==> config.mk <==
export PLATFORM = sky130hd
export DESIGN_NAME = uvmt_mio_cli_st_clknrst_mgr
export DESIGN_NICKNAME = d
export VERILOG_FILES = /design/src/rtl/uvmt_mio_cli_st_clknrst_mgr.sv
export SDC_FILE = /design/constraint.sdc
export NUM_CORES = 1
export LEC_CHECK = 0
export ABC_AREA = 0
export ABC_CLOCK_PERIOD_IN_PS = 4300
export BUFFER_PORTS_ARGS = -buffer_cell sky130_fd_sc_hd__buf_2
export CAP_MARGIN = 5
export CORE_AREA = 4 4 123 125
export CTS_BUF_LIST = sky130_fd_sc_hd__clkbuf_8
export CTS_CLUSTER_DIAMETER = 150
export CTS_CLUSTER_SIZE = 40
export DETAILED_ROUTE_END_ITERATION = 6
export DIE_AREA = 0 0 127 129
export HOLD_SLACK_MARGIN = 0.08
export RECOVER_POWER = 50
export SKIP_LAST_GASP = 1
export SYNTH_ARGS = -nofsm -noshare
export SYNTH_HDL_FRONTEND = slang
export SYNTH_SLANG_ARGS = --single-unit
export TNS_END_PERCENT = 20
==> constraint.sdc <==
create_clock -name clk -period 4.3 [get_ports clk]
set_input_delay 0.43 -clock clk [delete_from_list [all_inputs] [get_ports clk]]
set_output_delay 0.43 -clock clk [all_outputs]
set_load 0.05 [all_outputs]
==> src/rtl/uvmt_mio_cli_st_clknrst_mgr.sv <==
// Clock/reset manager: per-channel divided clocks plus an IDLE/ASSERT/RELEASE/RUN reset sequencer.
// Optional UVMT_MIO_CLI_ST_CLKNRST_MGR_CLK_GATE_EN holds each channel clock low while its reset is set.
module uvmt_mio_cli_st_clknrst_mgr #(
  parameter int unsigned NUM_CH        = 4,
  parameter int unsigned DIV_W         = 8,
  parameter int unsigned HOLD_W        = 8,
  parameter int unsigned ASSERT_CYCLES = 4
) (
  input  logic                     clk,
  input  logic                     reset_n,
  input  logic                     en,
  input  logic                     sw_reset_req,
  input  logic [NUM_CH*DIV_W-1:0]  div_ratio,
  input  logic [NUM_CH*HOLD_W-1:0] rst_hold,
  output logic [NUM_CH-1:0]        ch_clk,
  output logic [NUM_CH-1:0]        ch_reset,
  output logic [NUM_CH-1:0]        ch_reset_n,
  output logic                     ready,
  output logic                     busy
);

  localparam int unsigned AcntW = (ASSERT_CYCLES > 1) ? $clog2(ASSERT_CYCLES) : 1;
  localparam logic [AcntW-1:0] AcntLast = AcntW'(ASSERT_CYCLES - 1);

  typedef enum logic [1:0] {StIdle, StAssert, StRelease, StRun} state_e;

  state_e              state_q, state_d;
  logic [AcntW-1:0]    acnt_q, acnt_d;
  logic [HOLD_W-1:0]   rcnt_q, rcnt_d;
  logic [NUM_CH-1:0]   ch_reset_q, ch_reset_d;
  logic                ready_q, busy_q;

  always_comb begin
    state_d    = state_q;
    acnt_d     = acnt_q;
    rcnt_d     = rcnt_q;
    ch_reset_d = ch_reset_q;
    case (state_q)
      StIdle: begin
        state_d = StAssert;
        acnt_d  = '0;
      end
      StAssert: begin
        if (acnt_q == AcntLast) begin
          state_d = StRelease;
          rcnt_d  = '0;
        end else begin
          acnt_d = acnt_q + AcntW'(1);
        end
      end
      StRelease: begin
        // Leave one edge after the final channel has dropped its reset.
        if (ch_reset_q == '0) begin
          state_d = StRun;
        end else begin
          for (int unsigned i = 0; i < NUM_CH; i++) begin
            if (rcnt_q >= rst_hold[i*HOLD_W +: HOLD_W]) ch_reset_d[i] = 1'b0;
          end
          if (rcnt_q != '1) rcnt_d = rcnt_q + HOLD_W'(1);
        end
      end
      StRun: begin
        if (sw_reset_req) begin
          state_d    = StAssert;
          acnt_d     = '0;
          ch_reset_d = '1;
        end
      end
      default: state_d = StIdle;
    endcase
    if (!en) begin
      state_d    = StIdle;
      acnt_d     = '0;
      rcnt_d     = '0;
      ch_reset_d = '1;
    end
  end

  always_ff @(posedge clk or negedge reset_n) begin
    if (!reset_n) begin
      state_q    <= StIdle;
      acnt_q     <= '0;
      rcnt_q     <= '0;
      ch_reset_q <= '1;
      ready_q    <= 1'b0;
      busy_q     <= 1'b0;
    end else begin
      state_q    <= state_d;
      acnt_q     <= acnt_d;
      rcnt_q     <= rcnt_d;
      ch_reset_q <= ch_reset_d;
      ready_q    <= (state_d == StRun);
      busy_q     <= (state_d == StAssert) || (state_d == StRelease);
    end
  end

  for (genvar g = 0; g < NUM_CH; g++) begin : g_ch
    logic [DIV_W-1:0] cnt_q;
    logic [DIV_W-1:0] div_q;
    logic [DIV_W-1:0] div_eff;
    logic             clk_q;
    logic             stop;

    assign div_eff = (div_q == '0) ? DIV_W'(1) : div_q;

`ifdef UVMT_MIO_CLI_ST_CLKNRST_MGR_CLK_GATE_EN
    // Gating on both current and next reset keeps the clock low from the very edge reset rises.
    assign stop = (state_q == StIdle) || (state_d == StIdle) || ch_reset_q[g] || ch_reset_d[g];
`else
    assign stop = (state_q == StIdle) || (state_d == StIdle);
`endif

    // The ratio is captured only while stopped or at a toggle, so half-periods never shorten.
    always_ff @(posedge clk or negedge reset_n) begin
      if (!reset_n) begin
        cnt_q <= '0;
        div_q <= '0;
        clk_q <= 1'b0;
      end else if (stop) begin
        cnt_q <= '0;
        div_q <= div_ratio[g*DIV_W +: DIV_W];
        clk_q <= 1'b0;
      end else if (cnt_q == (div_eff - DIV_W'(1))) begin
        cnt_q <= '0;
        div_q <= div_ratio[g*DIV_W +: DIV_W];
        clk_q <= ~clk_q;
      end else begin
        cnt_q <= cnt_q + DIV_W'(1);
      end
    end

    assign ch_clk[g] = clk_q;
  end

  assign ch_reset   = ch_reset_q;
  assign ch_reset_n = ~ch_reset_q;
  assign ready      = ready_q;
  assign busy       = busy_q;

endmodule
==> impl_metrics.prom, run 1 <==
# TYPE chip_impl_metric gauge
chip_impl_info{name="outcome",value="complete, but fails checks"} 1
chip_impl_info{name="violations_in_the_final_reports",value="max-capacitance violations, max-slew violations"} 1
chip_impl_metric{name="average_via_count_per_standard_cell",unit=""} 5.21
chip_impl_metric{name="drtIter0Drc",unit=""} 278
chip_impl_metric{name="postRouteAntennaNets",unit=""} 0
chip_impl_metric{name="cts-buffers-inserted",unit=""} 9
chip_impl_metric{name="total_leakage_power",unit="nW"} 3.00
chip_impl_metric{name="clk_pin_slew_worst_paths",unit="ns"} 0.08
chip_impl_metric{name="number_of_flip_flops_and_latches_in_the_synthesized_netlist",unit=""} 86
chip_impl_info{name="ys_dominant_reg_cell",value="sky130_fd_sc_hd__dfrtp_1"} 1
chip_impl_metric{name="synth_seq_area_share",unit="%"} 39.0
chip_impl_metric{name="gp_routability_congestion",unit=""} 0.851
chip_impl_metric{name="placementRows",unit=""} 43
chip_impl_metric{name="postSynth.asyncResetShare",unit="%"} 100
chip_impl_metric{name="share_of_layout_cells_above_drive_strength_1",unit="%"} 20.4
chip_impl_metric{name="fillers",unit=""} 1389
chip_impl_metric{name="netlist-cell-type-count",unit=""} 52
chip_impl_metric{name="postLayoutCoreUtil",unit="%"} 45.2
chip_impl_metric{name="layout_worst_path_cycle_share",unit="%"} 78.5
chip_impl_metric{name="synth.yosys.warnings",unit=""} 0
chip_impl_info{name="rsz_0062_raised_after_global_routing",value="no"} 1
chip_impl_metric{name="place_hpwl",unit="mm"} 8.93
chip_impl_metric{name="vias",unit=""} 4312
chip_impl_metric{name="globalRoute.totalOverflow",unit=""} 0
chip_impl_metric{name="timing.clock.skew",unit="ns"} 0.0117
chip_impl_metric{name="area_growth_syn_to_layout",unit="%"} 13.6
chip_impl_metric{name="power",unit="mW"} 1.69
chip_impl_metric{name="core",unit="µm²"} 13900
chip_impl_metric{name="wire_per_inst",unit="µm"} 14.2
chip_impl_info{name="critical_path_class",value="register to register"} 1
chip_impl_metric{name="post_synth_edffs",unit=""} 0
chip_impl_metric{name="setup_violations",unit=""} 0
chip_impl_metric{name="register_area",unit="µm²"} 2160
chip_impl_metric{name="postSynthCellCount",unit=""} 562
chip_impl_metric{name="fin_nets",unit=""} 755
chip_impl_metric{name="number_of_antenna_violations_at_the_first_check_in_global_routing",unit=""} 1
chip_impl_info{name="hp-class",value="input port to register"} 1
chip_impl_metric{name="clkSinkCount",unit=""} 86
chip_impl_metric{name="dr.pass1.iters",unit=""} 4
chip_impl_metric{name="ctsHtreeMaxLevel",unit=""} 3
chip_impl_info{name="root_buffer",value="sky130_fd_sc_hd__clkbuf_8"} 1
chip_impl_metric{name="post-route-min-period",unit="ns"} 3.37
chip_impl_metric{name="max_freq",unit="MHz"} 296
chip_impl_metric{name="global_route_wire_length_before_repair",unit="mm"} 20.4
chip_impl_metric{name="syn_nets",unit=""} 674
chip_impl_metric{name="gr-usage-all-layers",unit="%"} 15.2
chip_impl_metric{name="path_max_fanout",unit=""} 9
chip_impl_metric{name="power_density",unit="nW/µm²"} 269
chip_impl_metric{name="drv.max_cap_violation_count",unit=""} 1
chip_impl_info{name="worstSetupEndpointType",value="register"} 1
chip_impl_metric{name="totalWireLength",unit="mm"} 11.7
chip_impl_metric{name="die_x",unit="µm"} 127
chip_impl_metric{name="crit_required",unit="ns"} 4.55
chip_impl_metric{name="initial_utilization",unit="%"} 39.8
chip_impl_metric{name="critPathArrivalTime",unit="ns"} 3.62
chip_impl_metric{name="cts_max_path_buffers",unit=""} 2
chip_impl_metric{name="antenna_cells",unit=""} 0
chip_impl_metric{name="actual_slew_at_the_worst_max_slew_pin",unit="ns"} 2.22
chip_impl_metric{name="clock_insertion_delay_worst_skew",unit="ns"} 0.37
chip_impl_metric{name="timing.max_slew.rel_slack",unit="%"} -48.1
chip_impl_metric{name="ios",unit=""} 82
chip_impl_metric{name="post_synth_instance_area",unit="µm²"} 5530
chip_impl_metric{name="port_buffers",unit=""} 81
chip_impl_info{name="clock_tree_from_tritoncts",value="built"} 1
chip_impl_metric{name="grt_max_degree",unit=""} 46
chip_impl_info{name="worstSetupStartpointType",value="register"} 1
chip_impl_metric{name="total_area_of_multi_input_combinational_cells",unit="µm²"} 3110
chip_impl_metric{name="floorplan.die_area",unit="µm²"} 16400
chip_impl_metric{name="chipHeight",unit="µm"} 129
chip_impl_metric{name="remaining_drc_errors",unit=""} 0
chip_impl_metric{name="timing.final.hold_violations",unit=""} 0
chip_impl_metric{name="grt_pass1_vias",unit=""} 4384
chip_impl_metric{name="synth_area_per_cell",unit="µm²"} 9.84
chip_impl_metric{name="vdd_drop_max",unit="V"} 0.000132
chip_impl_metric{name="finalMaxSlewViolations",unit=""} 43
chip_impl_metric{name="timing.setup.tns",unit="ns"} 0
[worst paths after layout]
path	slack (ns)	start	cells after the start	endpoint
max	0.93	g_ch[0].div_q[2]	9	g_ch[0].div_q[6]
min	0.28	div_ratio[0]	2	g_ch[0].div_q[0]
max reg2reg	0.93	g_ch[0].div_q[2]	9	g_ch[0].div_q[6]
min reg2reg	0.55	rcnt_q[0]	1	rcnt_q[0]
max in group asynchronous	1.47	reset_n	3	g_ch[1].cnt_q[2]
min in group asynchronous	1.26	reset_n	2	g_ch[0].cnt_q[1]
[layer usage]
layer	GRT usage [%]	wire length, µm	up-vias	share of wire, %
met4	6.18	244	2	2.1
met2	24.6	5400	99	46
met5	0	13	-	0.11
met3	3.28	542	22	4.6
met1	19.9	5540	2052	47
li1	-	-	2137	-
[synth_stat cells (4+ instances only)]
master,n,area (µm²)
sky130_fd_sc_hd__buf_4,4,30.0
sky130_fd_sc_hd__ha_1,44,551
sky130_fd_sc_hd__nand3b_1,5,37.5
sky130_fd_sc_hd__nor3_1,28,140
sky130_fd_sc_hd__nor4_1,5,31.3
sky130_fd_sc_hd__a21o_1,12,90.1
sky130_fd_sc_hd__nand2_1,20,75.1
sky130_fd_sc_hd__buf_2,4,20.0
sky130_fd_sc_hd__dfstp_2,4,105
sky130_fd_sc_hd__o21ai_0,27,135
sky130_fd_sc_hd__or2_2,6,37.5
sky130_fd_sc_hd__and3_1,11,68.8
sky130_fd_sc_hd__mux2_2,20,225
sky130_fd_sc_hd__mux2_4,8,120
sky130_fd_sc_hd__dfrtp_1,82,2050
sky130_fd_sc_hd__inv_1,49,184
sky130_fd_sc_hd__xor2_1,29,254
sky130_fd_sc_hd__xnor2_1,29,254
sky130_fd_sc_hd__nand2b_1,13,81.3
sky130_fd_sc_hd__nor2b_1,9,56.3
sky130_fd_sc_hd__a31oi_1,11,68.8
sky130_fd_sc_hd__clkbuf_1,8,30.0
sky130_fd_sc_hd__o31ai_1,6,45.0
sky130_fd_sc_hd__a221oi_1,4,35.0
sky130_fd_sc_hd__nor2_1,32,120
sky130_fd_sc_hd__nand3_1,27,135
sky130_fd_sc_hd__mux2_1,8,90.1
sky130_fd_sc_hd__a21oi_1,18,90.1
[cell type report]
cell class	instances	share of cell area, %
Multi-Input combinational cell	411	49.5
Sequential cell	86	34.4
Timing Repair Buffer	86	6.80
Tap cell	180	3.59
Inverter	49	2.93
Clock buffer	11	2.41
Clock inverter	5	0.418
[registers in the layout, summed over array words and instances, names as in the netlist]
register,count
acnt_q,2
busy,1
ready,1
state_q,2
g_ch.cnt_q,32
g_ch.clk_q,4
g_ch.div_q,32
rcnt_q,8
ch_reset,4
[cells by family (layout without fill, tap and decap cells)]
group	Yosys count	in the layout	share of synthesized area, %
adders and majority gates	44	44	9.96
and+or+nand+nor	179	179	17.4
DFF	86	86	39.0
muxes	37	37	8.06
buffers and inverters	65	151	4.77
xor gates and xnor gates	58	58	9.19
AOI/OAI and AO/OA	93	93	11.6
[metrics by stage]
stage	area, µm²	std cells	setup WS, ns	hold slack (ns)
floorplan	5530	562	1.12	0.134
global route	6280	828	0.617	0.265
finish	6280	828	0.926	0.276
global placement	6110	811	1.06	0.448
CTS	6300	828	0.921	0.253
detailed placement	6110	811	0.962	0.453
[cell usage in the layout (no fill, tap or decap), drive strengths merged, types with 4 or more instances in the layout]
cell | netlist | routed
a21o | 12 | 12
and3 | 11 | 11
a21oi | 18 | 18
nand2b | 13 | 13
xor2 | 29 | 29
a221oi | 4 | 4
o31ai | 7 | 7
nor2b | 9 | 9
nand3b | 5 | 5
buf | 8 | 70
o21ai | 29 | 29
ha | 44 | 44
nand3 | 27 | 27
dfrtp | 82 | 82
dfstp | 4 | 4
nor3 | 28 | 28
clkbuf | 8 | 26
inv | 49 | 50
or2 | 6 | 6
a31oi | 11 | 11
nor2 | 34 | 34
mux2 | 36 | 36
xnor2 | 29 | 29
nand2 | 20 | 20
a2111oi | 4 | 4
nor4 | 5 | 5
[report_power, final]
part | switching (mW) | internal, mW
clock | 0.293 | 0.237
combinational | 0.129 | 0.131
sequential | 0.0548 | 0.842
total | 0.476 | 1.21
[what timing repair did]
item	4_1_cts	5_1_grt
hold endpoints to repair	37	0
setup buffers	0	0
gates resized for setup	0	0
hold buffers	1	0
[critical path, stage by stage (launching register included)]
cell                        delay [ns]
sky130_fd_sc_hd__dfrtp_1          0.47
sky130_fd_sc_hd__nor4_1           0.43
sky130_fd_sc_hd__a21oi_1          0.18
sky130_fd_sc_hd__ha_1             0.27
sky130_fd_sc_hd__nor3b_1          0.16
sky130_fd_sc_hd__xnor2_1          0.13
sky130_fd_sc_hd__or3_1            0.41
sky130_fd_sc_hd__a2111oi_4        0.62
sky130_fd_sc_hd__nor2_2           0.22
sky130_fd_sc_hd__mux2_1           0.37
Note: power is estimated with default switching activity, not from simulation.
==> inputs of run 2 (changes only) <==
--- a/config.mk
+++ b/config.mk
@@ -6,7 +6,7 @@
 export NUM_CORES = 1
 export LEC_CHECK = 0
 export ABC_AREA = 0
-export ABC_CLOCK_PERIOD_IN_PS = 4300
+export ABC_CLOCK_PERIOD_IN_PS = 3500
 export BUFFER_PORTS_ARGS = -buffer_cell sky130_fd_sc_hd__buf_2
 export CAP_MARGIN = 5
 export CORE_AREA = 4 4 123 125
==> constraint.sdc (replaced) <==
create_clock -name clk -period 3.5 [get_ports clk]
set_input_delay 0.35 -clock clk [delete_from_list [all_inputs] [get_ports clk]]
set_output_delay 0.35 -clock clk [all_outputs]
set_load 0.05 [all_outputs]
==> run 2 against run 1 <==
  * The flow still finishes with violations (max-capacitance violations, max-slew violations)
  * Sequential power up 23%
  * Core utilization is 0.23 points higher
  * Routed wire length rose by 0.30%
  * Clock-buffer cell count unchanged
  * Cell count grew 0.36%
  * Maximum frequency grew 6.6%
  * Clock skew increased by 0.0045 ns
  * Sequential share of layout area fell by 0.18 points
  * Non-clock buffer count up 3
  * Critical path type unchanged
  * Largest cell class unchanged
==> impl_metrics.prom, run 2 (synthesis gave the netlist of run 1 again) <==
# TYPE chip_impl_metric gauge
chip_impl_metric{name="layout_worst_path_cycle_share",unit="%"} 90.5
chip_impl_info{name="worstSetupStartpointType",value="register"} 1
chip_impl_info{name="final_cell_mix",value="sky130_fd_sc_hd__dfrtp_1, sky130_fd_sc_hd__buf_2, sky130_fd_sc_hd__inv_1"} 1
chip_impl_metric{name="drtIter0Drc",unit=""} 208
chip_impl_info{name="outcome",value="complete, but fails checks"} 1
chip_impl_metric{name="timing.clock.skew",unit="ns"} 0.0162
chip_impl_metric{name="clock_insertion_delay_worst_skew",unit="ns"} 0.37
chip_impl_metric{name="grt_pass1_vias",unit=""} 4452
chip_impl_metric{name="initial_utilization",unit="%"} 39.8
chip_impl_metric{name="core",unit="µm²"} 13900
chip_impl_metric{name="area_growth_syn_to_layout",unit="%"} 14.1
chip_impl_metric{name="gr-usage-all-layers",unit="%"} 15.3
chip_impl_metric{name="wire_per_inst",unit="µm"} 14.2
chip_impl_info{name="critical_path_class",value="register to register"} 1
chip_impl_metric{name="floorplan.die_area",unit="µm²"} 16400
chip_impl_metric{name="clk_pin_slew_worst_paths",unit="ns"} 0.09
chip_impl_metric{name="dr.pass1.iters",unit=""} 5
chip_impl_metric{name="actual_slew_at_the_worst_max_slew_pin",unit="ns"} 1.84
chip_impl_metric{name="globalRoute.totalOverflow",unit=""} 0
chip_impl_metric{name="grt_max_degree",unit=""} 75
chip_impl_metric{name="placementRows",unit=""} 43
chip_impl_metric{name="post-place-ws",unit="ns"} 0.352
chip_impl_metric{name="postRouteAntennaNets",unit=""} 0
chip_impl_metric{name="average_via_count_per_standard_cell",unit=""} 5.17
chip_impl_metric{name="share_of_layout_cells_above_drive_strength_1",unit="%"} 22.4
chip_impl_metric{name="worst-path-stages",unit=""} 10
chip_impl_info{name="rsz_0062_raised_after_global_routing",value="no"} 1
chip_impl_metric{name="antenna_cells",unit=""} 0
chip_impl_metric{name="timing.setup.tns",unit="ns"} 0
chip_impl_metric{name="r2r_cells",unit=""} 10
chip_impl_metric{name="critical_path.max_stage_delay",unit="ns"} 0.58
chip_impl_metric{name="final_design_area_no_fill",unit="µm²"} 6310
chip_impl_metric{name="placedInstanceArea",unit="µm²"} 6140
chip_impl_metric{name="totalWireLength",unit="mm"} 11.8
chip_impl_info{name="final_common_cell",value="sky130_fd_sc_hd__dfrtp_1"} 1
chip_impl_metric{name="port_buffers",unit=""} 81
chip_impl_metric{name="resized_cells_post_cts",unit=""} 0
chip_impl_metric{name="gp_routability_congestion",unit=""} 0.914
chip_impl_metric{name="remaining_drc_errors",unit=""} 0
chip_impl_info{name="path_delay_family",value="simple AND/OR/NAND/NOR gates"} 1
chip_impl_metric{name="total_setup_buffers_inserted_after_cts",unit=""} 0
chip_impl_metric{name="global_route_wire_length_before_repair",unit="mm"} 20.6
chip_impl_info{name="critPathSlowestCell",value="sky130_fd_sc_hd__nor4_1"} 1
chip_impl_metric{name="crit_required",unit="ns"} 3.75
chip_impl_metric{name="ctsHtreeMaxLevel",unit=""} 3
chip_impl_metric{name="max_freq",unit="MHz"} 316
chip_impl_metric{name="critPathArrivalTime",unit="ns"} 3.41
chip_impl_metric{name="cts-buffers-inserted",unit=""} 9
chip_impl_metric{name="chipHeight",unit="µm"} 129
chip_impl_info{name="worstSetupEndpointType",value="register"} 1
chip_impl_metric{name="cts_hold_buffers",unit=""} 0
chip_impl_metric{name="timing.final.hold_violations",unit=""} 0
chip_impl_metric{name="total_leakage_power",unit="nW"} 3.05
chip_impl_metric{name="vias",unit=""} 4297
chip_impl_info{name="crit_path_cell_trace",value="nor4_1 > a31oi_1 > ha_1 > xnor2_1 > a221oi_1 > nand4b_1 > nand4b_1 > o21ai_1 > buf_4 > mux2_2"} 1
chip_impl_metric{name="number_of_antenna_violations_at_the_first_check_in_global_routing",unit=""} 1
chip_impl_metric{name="cts_max_path_buffers",unit=""} 2
chip_impl_metric{name="crit_buf_inv",unit=""} 1
chip_impl_metric{name="finalMaxSlewViolations",unit=""} 75
chip_impl_metric{name="ios",unit=""} 82
chip_impl_metric{name="timing.max_slew.rel_slack",unit="%"} -22.5
chip_impl_metric{name="vdd_drop_max",unit="V"} 0.000141
chip_impl_metric{name="place_hpwl",unit="mm"} 8.84
chip_impl_info{name="crit_path_frequent_cell",value="sky130_fd_sc_hd__nand4b_1"} 1
chip_impl_metric{name="fin_nets",unit=""} 758
chip_impl_info{name="violations_in_the_final_reports",value="max-capacitance violations, max-slew violations"} 1
chip_impl_metric{name="die_x",unit="µm"} 127
chip_impl_metric{name="path_max_fanout",unit=""} 16
chip_impl_metric{name="power_density",unit="nW/µm²"} 329
chip_impl_metric{name="setup_violations",unit=""} 0
chip_impl_metric{name="worst_hold_path.num_cells",unit=""} 2
chip_impl_info{name="top_regs",value="g_ch.cnt_q (32), g_ch.div_q (32), rcnt_q (8)"} 1
chip_impl_info{name="root_buffer",value="sky130_fd_sc_hd__clkbuf_8"} 1
chip_impl_info{name="hp-class",value="input port to register"} 1
chip_impl_metric{name="drv.max_cap_violation_count",unit=""} 1
chip_impl_info{name="clock_tree_from_tritoncts",value="built"} 1
chip_impl_metric{name="postLayoutSetupSlackWorst",unit="ns"} 0.334
chip_impl_metric{name="post-route-min-period",unit="ns"} 3.17
chip_impl_metric{name="clkSinkCount",unit=""} 86
run 2: cell count changes in the layout (fill, tap and decap cells not counted):
cell	change
sky130_fd_sc_hd__dlygate4sd3_1	-1
sky130_fd_sc_hd__dfstp_2	+1
sky130_fd_sc_hd__buf_2	+10
sky130_fd_sc_hd__buf_4	+3
sky130_fd_sc_hd__clkinv_2	-2
sky130_fd_sc_hd__clkinv_4	+1
sky130_fd_sc_hd__clkbuf_2	+1
sky130_fd_sc_hd__clkbuf_1	-10
sky130_fd_sc_hd__dfstp_1	-1
sky130_fd_sc_hd__inv_1	+1
run 2: where the power goes:
| part | internal (mW) | leakage (nW) | switching, mW |
|---|---|---|---|
| registers | 1.04 | 1.10 | 0.0685 |
| logic | 0.162 | 1.85 | 0.160 |
| clock network | 0.292 | 0.0979 | 0.357 |
run 2: metrics by stage:
step / cells / hold WS, ns / util (%) / power [mW]
2_1_floorplan: 562 / 0.0544 / - / 1.33
4_1_cts: 831 / 0.153 / 45.5 / 2.11
3_5_place_dp: 815 / 0.526 / 44.2 / 1.45
3_3_place_gp: 815 / 0.523 / 44.2 / 1.43
6_report: 831 / 0.208 / 45.5 / 2.07
5_1_grt: 831 / 0.190 / 45.5 / 2.19
run 2: final cells by class:
cell class                 count  area, µm²
fill                        1367       7570
multi-input combinational    411       3110
sequential                    86       2160
timing repair buffer          89        457
tap                          180        225
inverter                      49        184
clock buffer                  11        151
clock inverter                 5       28.8
run 2: worst reg2reg max path, delay by kind of cell (launching register included):
kind	cells	cell delay [ns]
AOI/OAI and AO/OA	3	0.59
xor gates and xnor gates	1	0.13
adders and majority gates	1	0.34
buffers and inverters	1	0.24
DFF	1	0.46
muxes	1	0.36
and+or+nand+nor	3	0.94
run 2: worst paths after layout:
kind | start | endpoint | slack (ns)
min in group asynchronous | reset_n | g_ch[0].div_q[5] | 0.47
hold / removal | div_ratio[12] | g_ch[1].div_q[4] | 0.21
hold reg to reg | g_ch[0].clk_q | g_ch[0].clk_q | 0.55
setup reg to reg | g_ch[2].div_q[3] | g_ch[2].div_q[5] | 0.33
max in group asynchronous | reset_n | g_ch[2].cnt_q[6] | 1.67
setup / recovery | g_ch[2].div_q[3] | g_ch[2].div_q[5] | 0.33
run 2: routing by layer:
metal  vias up  track usage, %  part of all wire (%)
li1       2142               -                     -
met1      2052            20.2                    47
met2        87            24.6                    47
met3        14            2.95                   4.2
met4         2            6.81                   1.6
met5         -               0                  0.11
